[src/rtl/fpu_sequencer.sv]
// fpu_sequencer: accepts one request at a time, runs it through a strobe/ack FPU and returns result, tag, error and latency.
module fpu_sequencer #(
  parameter int CYC_W = 16
) (
  input  logic             clk,
  input  logic             reset_n,
  input  logic             req_valid,
  output logic             req_ready,
  input  logic [3:0]       req_op,
  input  logic [31:0]      req_a,
  input  logic [31:0]      req_b,
  input  logic [4:0]       req_tag,
  output logic             resp_valid,
  input  logic             resp_ready,
  output logic [31:0]      resp_data,
  output logic [4:0]       resp_tag,
  output logic             resp_err,
  output logic [CYC_W-1:0] resp_cycles,
  output logic [3:0]       fpu_op,
  output logic [31:0]      fpu_in1,
  output logic [31:0]      fpu_in2,
  output logic             fpu_in1_stb,
  output logic             fpu_in2_stb,
  input  logic             fpu_in1_ack,
  input  logic             fpu_in2_ack,
  input  logic [31:0]      fpu_out,
  input  logic             fpu_out_stb,
  output logic             fpu_out_ack,
  output logic             busy
);
  typedef enum logic [2:0] {IDLE, SEND, WAIT, ACK, RESP} state_t;
  state_t state, state_nxt;
  logic accept, legal, acks_done, counting;
  logic [CYC_W-1:0] cnt, cnt_inc;
  assign legal = req_op[3:2] == 2'b00;
  assign accept = state == IDLE && req_valid;
  // a strobe already dropped counts as acknowledged, so both acks may land in any order or together
  assign acks_done = (!fpu_in1_stb || fpu_in1_ack) && (!fpu_in2_stb || fpu_in2_ack);
  assign counting = state == SEND || state == WAIT || state == ACK;
  assign cnt_inc = &cnt ? cnt : cnt + CYC_W'(1);
  assign req_ready = state == IDLE;
  assign busy = state != IDLE;
  assign resp_valid = state == RESP;
  assign fpu_out_ack = state == ACK;
  always_ff @(posedge clk or negedge reset_n)
    if (!reset_n) state <= IDLE;
    else state <= state_nxt;
  always_comb begin
    state_nxt = state;
    case (state)
      IDLE: state_nxt = req_valid ? (legal ? SEND : RESP) : IDLE;
      SEND: state_nxt = acks_done ? WAIT : SEND;
      WAIT: state_nxt = fpu_out_stb ? ACK : WAIT;
      ACK:  state_nxt = RESP;
      RESP: state_nxt = resp_ready ? IDLE : RESP;
      default: state_nxt = IDLE;
    endcase
  end
  always_ff @(posedge clk or negedge reset_n)
    if (!reset_n) begin
      fpu_op      <= '0;
      fpu_in1     <= '0;
      fpu_in2     <= '0;
      fpu_in1_stb <= 1'b0;
      fpu_in2_stb <= 1'b0;
      resp_data   <= '0;
      resp_tag    <= '0;
      resp_err    <= 1'b0;
      resp_cycles <= '0;
      cnt         <= '0;
    end else begin
      if (accept) begin
        fpu_op      <= req_op;
        fpu_in1     <= req_a;
        fpu_in2     <= req_b;
        resp_tag    <= req_tag;
        resp_err    <= !legal;
        fpu_in1_stb <= legal;
        fpu_in2_stb <= legal;
        resp_data   <= '0;
        resp_cycles <= '0;
        cnt         <= '0;
      end
      if (state == SEND) begin
        fpu_in1_stb <= fpu_in1_stb && !fpu_in1_ack;
        fpu_in2_stb <= fpu_in2_stb && !fpu_in2_ack;
      end
      if (counting) cnt <= cnt_inc;
      if (state == WAIT && fpu_out_stb) resp_data <= fpu_out;
      if (state == ACK) resp_cycles <= cnt_inc;
    end
endmodule
[config.mk]
export PLATFORM = sky130hd
export DESIGN_NAME = fpu_sequencer
export DESIGN_NICKNAME = d
export VERILOG_FILES = /design/src/rtl/fpu_sequencer.sv
export SDC_FILE = /design/constraint.sdc
export NUM_CORES = 1
export LEC_CHECK = 0
export ABC_AREA = 0
export BUFFER_PORTS_ARGS = -buffer_cell sky130_fd_sc_hd__buf_2
export CAP_MARGIN = 30
export CELL_PAD_IN_SITES_DETAIL_PLACEMENT = 0
export CELL_PAD_IN_SITES_GLOBAL_PLACEMENT = 1
export CORE_UTILIZATION = 35
export CTS_CLUSTER_DIAMETER = 100
export CTS_CLUSTER_SIZE = 12
export DETAILED_ROUTE_END_ITERATION = 10
export GPL_TIMING_DRIVEN = 0
export PLACE_DENSITY_LB_ADDON = 0.1
export SYNTH_ARGS = -nofsm -noshare
export SYNTH_HDL_FRONTEND = slang
export SYNTH_SLANG_ARGS = --single-unit
[constraint.sdc]
create_clock -name clk -period 2.4 [get_ports clk]
set_input_delay 0.48 -clock clk [delete_from_list [all_inputs] [get_ports clk]]
set_output_delay 0.48 -clock clk [all_outputs]
set_load 0.03 [all_outputs]
## Word-level counts from Yosys, hierarchy flattened

Index checks and enable logic that the tools add are counted.

| operators by class | value |
|---|---|
| add/sub/neg operators | 1 |
| $mul | 0 |
| divide/modulo/power cells | 0 |
| $lt $le $gt $ge | 0 |
| eq/ne operators | 4 |
| shifts and indexed selects | 0 |
| muxes and demuxes | 15 |
| bitwise logic cells | 0 |
| reduce and logical (&&, ||, !) cells | 22 |

Operators with widths:

| kind | number |
|---|---|
| $mux W16 | 4 |
| $mux W32 | 2 |
| $add A16 B1 Y16 const B | 1 |
| $reduce_and A16 Y1 | 1 |
| $pmux W3 S5 | 1 |
| $mux W3 | 3 |
| $reduce_bool A2 Y1 | 4 |
| $eq A3 B2 Y1 const B | 2 |
| $logic_and A1 B1 Y1 | 5 |
| $logic_not A1 Y1 | 5 |
| $logic_or A1 B1 Y1 | 4 |
| $mux W1 | 4 |
| $eq A3 B1 Y1 const B | 1 |
| $eq A3 B3 Y1 const B | 1 |
| $logic_not A3 Y1 | 1 |
| $reduce_bool A3 Y1 | 1 |
| $logic_not A2 Y1 | 1 |
| $mux W2 | 1 |

| storage, ports and cells | value |
|---|---|
| flip-flop bits (word level) | 143 |
| bits in latches | 0 |
| RAM bits | 0 |
| memory bits (read-only) | 0 |
| input bits | 112 |
| output and inout bits | 128 |
| logic and storage cells | 53 |
| memories kept | 0 |

## Longest topological paths before layout

Gate-level depths: netlist of the first run.

| depth | value |
|---|---|
| depth after elaboration | 5 |
| depth in mapped cells | 7 |
| depth with buffers taken out | 5 |

## Least setup slack after synthesis of the first run

No wires, ideal clock.

| path | value |
|---|---|
| kind | flip-flop to flip-flop |
| from | register cnt[0] |
| to | register resp_cycles[2] |
| library setup time | 0.092 ns |
| arrival time | 1.840 ns |
| slack | 0.468 ns |
| stages on the path, launching flop included | 7 |
| path buffers | 1 |
| period minus slack after synthesis | 1.932 ns |
| cells stage by stage | dfrtp_1 -> ha_1 -> nand3_1 -> or4_1 -> buf_6 -> and3_4 -> o31ai_2 |

| between the ends | value |
|---|---|
| word-level cells in the longest chain between the ends | 3 |

Ends and longest elaborated chain:

| what | line | text |
|---|---|---|
| start, declared | 34 | `logic [CYC_W-1:0] cnt, cnt_inc;` |
| start signal, assigned | 88 | `if (counting) cnt <= cnt_inc;` |
| $add A16 B1 Y16 or $reduce_and A16 Y1 (tied branches) | 40 | `assign cnt_inc = &cnt ? cnt : cnt + CYC_W'(1);` |
| $mux W16 (*) | 40 |  |
| $mux W16 (*) | 90 | `if (state == ACK) resp_cycles <= cnt_inc;` |
| end signal, assigned | 90 |  |
| end, declared | 18 | `output logic [CYC_W-1:0] resp_cycles,` |

Mark *: on every way between the ends. The rest lies on a longest branch, timed or not.
A chain may end at the register's enable or synchronous reset.

## Final worst setup path of the first run

| path | value |
|---|---|
| from | register state[2] |
| to | output port fpu_out_ack |

| between the ends | value |
|---|---|
| word-level cells in the longest chain between the ends | 1 |

Ends and longest elaborated chain:

| what | line | text |
|---|---|---|
| start, declared | 32 | `state_t state, state_nxt;` |
| start signal, assigned | 47 | `else state <= state_nxt;` |
| $eq A3 B2 Y1 | 44 | `assign fpu_out_ack = state == ACK;` |
| end, declared | 28 | `output logic fpu_out_ack,` |

Every way passes these cells.

==> results of run 1 <==
flip-flops by register name, summed over array words and instances (netlist names):
register,cells
fpu_in1,32
fpu_in2,32
resp_data,32
cnt,16
resp_cycles,16
resp_tag,5
fpu_op,4
state,3
fpu_in1_stb,1
fpu_in2_stb,1
resp_err,1
final cells by class:
cell class,instances,area share
Buffer,44,0.02385
Timing Repair Buffer,242,0.1499
Antenna cell,1,0.0003019
Inverter,6,0.002717
Tap cell,220,0.03321
Sequential cell,143,0.4318
Multi-Input combinational cell,486,0.2820
Clock inverter,11,0.01947
Clock buffer,21,0.05676
cells in the final DEF (no fill, tap or decap), drive strengths merged, types with 3 or more instances in the layout:
| master | instances |
|---|---|
| a21oi | 11 |
| nand3 | 18 |
| dfrtp | 143 |
| clkinv | 6 |
| xnor2 | 5 |
| a22o | 3 |
| o21ai | 47 |
| buf | 257 |
| inv | 6 |
| mux2i | 7 |
| and4 | 5 |
| and3 | 5 |
| clkbuf | 50 |
| nor3b | 3 |
| nor3 | 10 |
| nand4 | 6 |
| nand2 | 298 |
| nor2 | 16 |
| a31oi | 8 |
| nor4 | 8 |
| bufinv | 4 |
| o31ai | 3 |
layer usage:
metal  share of wire  global-route usage  vias to the layer above
met5               0                   0                        -
met4           0.022             0.08052                        0
met3           0.070             0.05064                       28
met2            0.48              0.3405                      206
met1            0.43              0.2595                     2625
li1                -                   -                     2774
critical path: stages (launching register included):
cell                       delay, ns
sky130_fd_sc_hd__dfrtp_1        0.49
sky130_fd_sc_hd__nand3b_1       0.27
sky130_fd_sc_hd__inv_1          0.16
sky130_fd_sc_hd__clkbuf_4       0.23
sky130_fd_sc_hd__buf_2          0.22
how the worst max path moves through the flow:
stage	slack [ns]	cells after the start	start	endpoint
floorplan	0.47	6	cnt[0]	resp_cycles[2]
global placement	-1.20	1	reset_n	resp_data[7]
detailed placement	-0.01	7	state[2]	fpu_in1[24]
CTS	0.03	5	state[2]	fpu_out_ack
global route	0.06	4	state[2]	fpu_out_ack
finish	0.14	4	state[2]	fpu_out_ack
repair_timing:
action	CTS	global route
setup endpoints to repair	4	41
resized for setup	3	9
hold buffers	0	0
setup buffers	1	0
pin swaps	1	0
power by group:
part / switching [mW] / leakage (nW) / internal (mW) / total (mW)
logic: 3.57 / 2.32 / 1.32 / 4.89
registers: 0.522 / 1.86 / 3.29 / 3.81
clock network: 0.980 / 0.313 / 1.81 / 2.79
total: 5.07 / 4.49 / 6.43 / 11.5
kinds of logic after synthesis:
kind of cell	Yosys count
DFF	143
muxes	8
buffers and inverters	53
adders and majority gates	1
xor gates and xnor gates	5
AOI/OAI and AO/OA	90
and+or+nand+nor	382
metrics by stage:
stage                     setup TNS [ns]  hold slack (ns)
after detailed placement        -0.02447           0.4585
after CTS                              0          0.02072
final                                  0         0.003494
after floorplan                        0           0.1844
after global placement           -179.77           0.4537
after global routing                   0          0.04088
==> Flow_metrics.wiki, run 1 <==
{| class="wikitable"
! Metric !! Value
|-
| Result of the run || complete, no violations
|-
| Commonest register cell after synthesis || sky130_fd_sc_hd__dfrtp_1
|-
| Area share of the largest cell type after synthesis || 0.5844
|-
| Period minus WS final || 2.262 ns
|-
| Global-route wire length before repair || between 20000 and 30000 microns
|-
| Count of flip-flops with a built-in enable after synthesis || 0
|-
| Post-synth design cell area || around 6100 sq um
|-
| Multi-input logic area || 2337 sq um
|-
| Yosys synthesis warning count || 0
|-
| Reg2reg end || resp_cycles[2]
|-
| Count of different cell masters after synthesis || 54
|-
| List of most frequent post-synthesis cells || sky130_fd_sc_hd__nand2_1 (298), sky130_fd_sc_hd__dfrtp_1 (143), sky130_fd_sc_hd__o21ai_0 (45)
|-
| Worst-margin pin slew || 0.6935 ns
|-
| Core Region || 16820 sq um
|-
| Hold Fails Final Rpt || 0
|-
| Root buffer cell || sky130_fd_sc_hd__clkbuf_16
|-
| Tot Pwr || 11.50 mW
|-
| Max clock buf depth || 2
|-
| Number of port buffers || about 240
|-
| Final weighted congestion in routability-driven placement || 0.8346
|-
| Iteration-0 DRC Markers || 332
|-
| Post-CTS clock slew at the launch and capture registers of the worst setup and hold paths || ~0.06 ns
|-
| Worst-Skew Late Latency || approximately 0.42 ns
|-
| Area Overhead vs Synth || 35.35%
|-
| Sink count of the clock tree || 143
|-
| Worst EP arrival || 1.78 ns
|-
| Path type of the worst min-delay path || in -> async
|-
| Post-place instance area || 7634 sq um
|-
| Final Worst Setup Slack || 0.1383 ns
|-
| Floorplan die height || 134.3 microns
|-
| Nature of the critical path endpoint || output pin
|-
| Post-synthesis share of cell area spent on xor and xnor gates || 0.007152
|-
| Cell count after placement || 1143
|-
| Fraction of final layout cells sized beyond drive strength 1 || 0.3169
|-
| Area share of and/or/nand/nor cells after synthesis || 0.2664
|-
| Multiplexer share of the synthesized area || 0.01328
|-
| Register-to-Register Path Depth || 6
|-
| Required time of the critical path || 1.92 ns
|-
| Row cnt || 47
|-
| Post-detailed-route count of antenna-violating nets || 0
|-
| Dominant combinational cell family by area after synthesis || simple AND/OR/NAND/NOR gates
|-
| Leakage || 4.489 nW
|-
| Largest net degree at the start of global routing || between 80 and 90
|-
| Power density over the cells || approximately 1400 nW/um^2
|-
| Max-slew violation count || 0
|-
| Initial core utilization || 0.3641
|-
| CTS H-Tree Depth || 4
|-
| Sequential cell area in the final layout || ~3600 sq um
|-
| Adder-cell share of the synthesized area || 0.002043
|-
| Post-synthesis cell type with the largest combined area || sky130_fd_sc_hd__dfrtp_1
|-
| Kind of launch point of the worst setup path || register
|-
| Count of final setup violators || 0
|-
| CTS tree || built
|-
| Total number of nets in the final design || 1053
|-
| Clock skew after layout || between 0.009 and 0.01 ns
|-
| End-of-flow core utilization || 0.4928
|-
| Number of flip-flops and latches in the synthesized netlist || about 140
|-
| Total of fill cells in the finished design || 1706
|-
| Share of synthesized flip-flops with an asynchronous set or reset || 1.000
|-
| Post-Syn Area per Cell || 8.979 sq um
|-
| Via count of the first global-routing pass || 5504
|-
| Pre-CTS setup slack || -0.01492 ns
|-
| Max IR drop VDD || slightly above 0.9 mV
|-
| Worst rel slew slack || 0.5376
|-
| Critical path peak fanout || 10
|-
| Launch point of the worst reg-to-reg path || cnt[0]
|-
| Achievable Freq || 0.4421 GHz
|-
| RSZ-0062 raised after global routing || false
|-
| Top-count cell post-synth || sky130_fd_sc_hd__nand2_1
|-
| Vias after detailed routing || 5633
|-
| Vias per cell || ~4.8
|-
| Net count after synthesis || 795
|-
| Leading post-synthesis cells by cell area || sky130_fd_sc_hd__dfrtp_1 (58%), sky130_fd_sc_hd__nand2_1 (18%), sky130_fd_sc_hd__o21ai_0 (3.7%), sky130_fd_sc_hd__clkbuf_1 (2.0%), sky130_fd_sc_hd__nand3_1 (1.5%)
|-
| Total I/O pin count || 240
|-
| Reported max-cap violation count || 0
|-
| Number of cells produced by synthesis || 682
|-
| First-pass detailed-route iteration total || 5
|-
| Compound-cell area share of the yosys netlist || 0.09031
|-
| Antenna violations before repair || 1
|-
| Cell Count, Final, Fillers Out || 1174
|-
| DRC violations left || 0
|-
| Post-DP HPWL || 13390 microns
|-
| Final design instance area without fill || 8288 sq um
|-
| Die outline area || 18030 sq um
|-
| Average wire per standard cell || approximately 15 microns
|-
| Proportion of synthesized chip area in sequential cells || 0.5844
|-
| Die width || 134.3 microns
|-
| Tot GR Track Use || 0.2061
|-
| Sum of routed wire length over all layers || about 18000 microns
|-
| CTS buffer count || 17
|-
| Total congestion overflow || 0
|-
| Critical path start-end classification || reg -> out
|-
| Final cycle utilization of the critical path || 0.9424
|-
| Reg2reg setup slack || 0.20 ns
|}
Power figures use the tool's default switching activity.
==> inputs of run 2 (changes only) <==
--- a/config.mk
+++ b/config.mk
@@ -16,6 +16,7 @@
 export DETAILED_ROUTE_END_ITERATION = 10
 export GPL_TIMING_DRIVEN = 0
 export PLACE_DENSITY_LB_ADDON = 0.1
+export RECOVER_POWER = 50
 export SYNTH_ARGS = -nofsm -noshare
 export SYNTH_HDL_FRONTEND = slang
 export SYNTH_SLANG_ARGS = --single-unit
==> Flow_metrics.wiki, run 2 (same netlist as run 1, synthesis figures left out) <==
{| class="wikitable"
! Metric !! Value
|-
| Result of the run || complete, no violations
|-
| Max IR drop VDD || 0.9305 mV (about the same)
|-
| Kind of launch point of the worst setup path || register
|-
| CTS buffer count || 17 (unchanged)
|-
| Path type of the worst min-delay path || in -> reg
|-
| Reported max-cap violation count || 0 (unchanged)
|-
| Crit path from || state[2]
|-
| Worst rel slew slack || 0.06005 (-0.4776)
|-
| Initial core utilization || 0.3641 (unchanged)
|-
| Period minus WS final || 2.254 ns (-0.008052 ns)
|-
| Row cnt || 47 (unchanged)
|-
| Sum of routed wire length over all layers || 18040 microns (+0.40%)
|-
| Average wire per standard cell || 15.36 microns (+0.40%)
|-
| Register-to-Register Path Depth || 6 (unchanged)
|-
| Most common library cell in the layout ignoring fill and taps || sky130_fd_sc_hd__nand2_1
|-
| Post-place instance area || 7634 sq um (unchanged)
|-
| Final weighted congestion in routability-driven placement || 0.8346 (unchanged)
|-
| Power density over the cells || 1391 nW/um^2 (+0.28%)
|-
| Total congestion overflow || 0 (unchanged)
|-
| Worst-Skew Late Latency || 0.42 ns (about the same)
|-
| Top flop regs || fpu_in1 x32, fpu_in2 x32, resp_data x32
|-
| Launch point of the worst reg-to-reg path || cnt[0]
|-
| Cell Count, Final, Fillers Out || 1174 (unchanged)
|-
| Reg2reg setup slack || 0.20 ns (about the same)
|-
| RSZ-0062 raised after global routing || false
|-
| Final cycle utilization of the critical path || 0.9390 (-0.003355)
|-
| Number of port buffers || 239 (unchanged)
|-
| Worst EP arrival || 1.77 ns (about the same)
|-
| Global-route wire length before repair || 28520 microns (unchanged)
|-
| Final Worst Setup Slack || 0.1464 ns (+0.008052 ns)
|-
| Tot GR Track Use || 0.2061 (unchanged)
|-
| Switching Share || 0.4467 (+0.005518)
|-
| Floorplan die height || 134.3 microns (unchanged)
|-
| Root buffer cell || sky130_fd_sc_hd__clkbuf_16
|-
| Cell count after placement || 1143 (unchanged)
|-
| First-pass detailed-route iteration total || 5 (unchanged)
|-
| Accumulated negative setup slack || 0 ns (unchanged)
|-
| Combinational share of power || 0.419 (-0.006)
|-
| Max-slew violation count || 0 (unchanged)
|-
| Core Region || 16820 sq um (unchanged)
|-
| Sink count of the clock tree || 143 (unchanged)
|-
| Total number of nets in the final design || 1053 (unchanged)
|-
| Post-detailed-route count of antenna-violating nets || 0 (unchanged)
|-
| Reg2reg end || resp_cycles[2]
|-
| Final design instance area without fill || 8187 sq um (-1.2%)
|-
| Area Overhead vs Synth || 33.69%
|-
| Die width || 134.3 microns (unchanged)
|-
| Required time of the critical path || 1.92 ns (about the same)
|-
| CTS H-Tree Depth || 4 (unchanged)
|-
| Post-CTS clock slew at the launch and capture registers of the worst setup and hold paths || 0.06 ns (about the same)
|-
| Hold Fails Final Rpt || 0 (unchanged)
|-
| Pre-CTS setup slack || -0.01492 ns (unchanged)
|-
| Endpoint of the worst setup timing path || fpu_out_ack
|-
| Switching component of the power || 5.088 mW (+0.29%)
|-
| Post-DP HPWL || 13390 microns (unchanged)
|-
| Total of fill cells in the finished design || 1738 (+1.9%)
|-
| Max clock buf depth || 2 (unchanged)
|-
| CTS tree || built
|-
| Total I/O pin count || 240 (unchanged)
|-
| Vias after detailed routing || 5634 (+0.018%)
|-
| Critical path peak fanout || 10 (unchanged)
|-
| Share of power burned in the clock network || 0.245 (+0.002)
|-
| Tot Pwr || 11.39 mW (-0.95%)
|-
| Nature of the critical path endpoint || output pin
|-
| Fraction of final layout cells sized beyond drive strength 1 || 0.2508 (-0.06611)
|-
| Largest net degree at the start of global routing || 88 (unchanged)
|-
| Commonest non-fill, non-tap cells in the layout || sky130_fd_sc_hd__nand2_1 (298), sky130_fd_sc_hd__buf_2 (189), sky130_fd_sc_hd__dfrtp_1 (143)
|-
| Worst-margin pin slew || 1.410 ns (+0.7164 ns)
|-
| Leakage || 4.256 nW (-5.2%)
|-
| Via count of the first global-routing pass || 5504 (unchanged)
|-
| Clock skew after layout || 0.008319 ns (-0.0007296 ns)
|-
| Iteration-0 DRC Markers || 353 (+6.3%)
|-
| Antenna violations before repair || 1 (unchanged)
|-
| Critical path start-end classification || reg -> out
|-
| Die outline area || 18030 sq um (unchanged)
|-
| Internal power consumption || 6.301 mW (-1.9%)
|-
| Relative contribution of sequential cells to total power || 0.336 (+0.004)
|-
| DRC violations left || 0 (unchanged)
|-
| Achievable Freq || 0.4437 GHz (+0.36%)
|-
| Count of final setup violators || 0 (unchanged)
|-
| Vias per cell || 4.799 (about the same)
|}
run 2: changes by cell type in the layout (fill, tap and decap cells not counted), sizes merged:
cell and delta:
buf -64, clkbuf +64
run 2: area by class of cell:
| type | count | area (sq um) | share of cell area |
|---|---|---|---|
| diodes | 1 | 2.502 | 0.0003057 |
| plain buffers | 44 | 197.7 | 0.02415 |
| clock buffers | 21 | 470.5 | 0.05747 |
| clock inverters | 11 | 161.4 | 0.01972 |
| inverters | 6 | 22.52 | 0.002751 |
| multi-input cells | 486 | 2337 | 0.2855 |
| flip-flops and latches | 143 | 3578 | 0.4371 |
| well taps | 220 | 275.3 | 0.03362 |
| repair buffers | 242 | 1141 | 0.1394 |
run 2: timing repair:
action,CTS,global route
hold buffers,0,0
gates cloned,0,0
resized for setup,3,9
endpoints found under the hold margin,0,0
setup buffers,1,0
pin swaps,1,0
setup endpoints to repair,4,41
run 2: power by group through the flow:
stage / sequential [mW] / combinational (mW) / clock (mW)
after floorplan: 5.41 / 1.67 / 0
after detailed placement: 3.80 / 5.00 / 0
after CTS: 3.78 / 5.00 / 2.86
after global placement: 3.76 / 4.92 / 0
final: 3.83 / 4.77 / 2.79
after global routing: 3.95 / 5.23 / 2.98
run 2: critical path: stages (launching register included):
cell and delay [ns]:
sky130_fd_sc_hd__dfrtp_1 0.49, sky130_fd_sc_hd__nand3b_1 0.27, sky130_fd_sc_hd__inv_1 0.15, sky130_fd_sc_hd__clkbuf_4 0.23, sky130_fd_sc_hd__buf_2 0.22
run 2: how the worst min path moves through the flow:
| stage | from | endpoint | slack, ns | cells after the start |
|---|---|---|---|---|
| floorplan | reset_n | cnt[0] | 0.18 | 0 |
| global route | req_b[7] | fpu_in2[7] | 0.25 | 3 |
| CTS | reset_n | fpu_in2[30] | 0.02 | 1 |
| finish | req_a[29] | fpu_in1[29] | 0.25 | 3 |
| detailed placement | resp_tag[0] | resp_tag[0] | 0.46 | 2 |
| global placement | fpu_in1[0] | fpu_in1[0] | 0.45 | 2 |
run 2: metrics by stage:
stage	hold slack, ns	utilization
3_5_place_dp	0.4585	0.4539
3_3_place_gp	0.4537	0.4516
6_report	0.2472	0.4868
5_1_grt	0.2456	0.4868
2_1_floorplan	0.1844	-
4_1_cts	0.02072	0.4923
run 2: metal layers:
layer	vias to the layer above	routed length, microns	global-route usage	part of all wire
met5	-	0	0	0
met4	0	374	0.08052	0.021
met3	26	1242	0.05064	0.069
met2	209	8662	0.3405	0.48
met1	2628	7757	0.2595	0.43
li1	2771	-	-	-
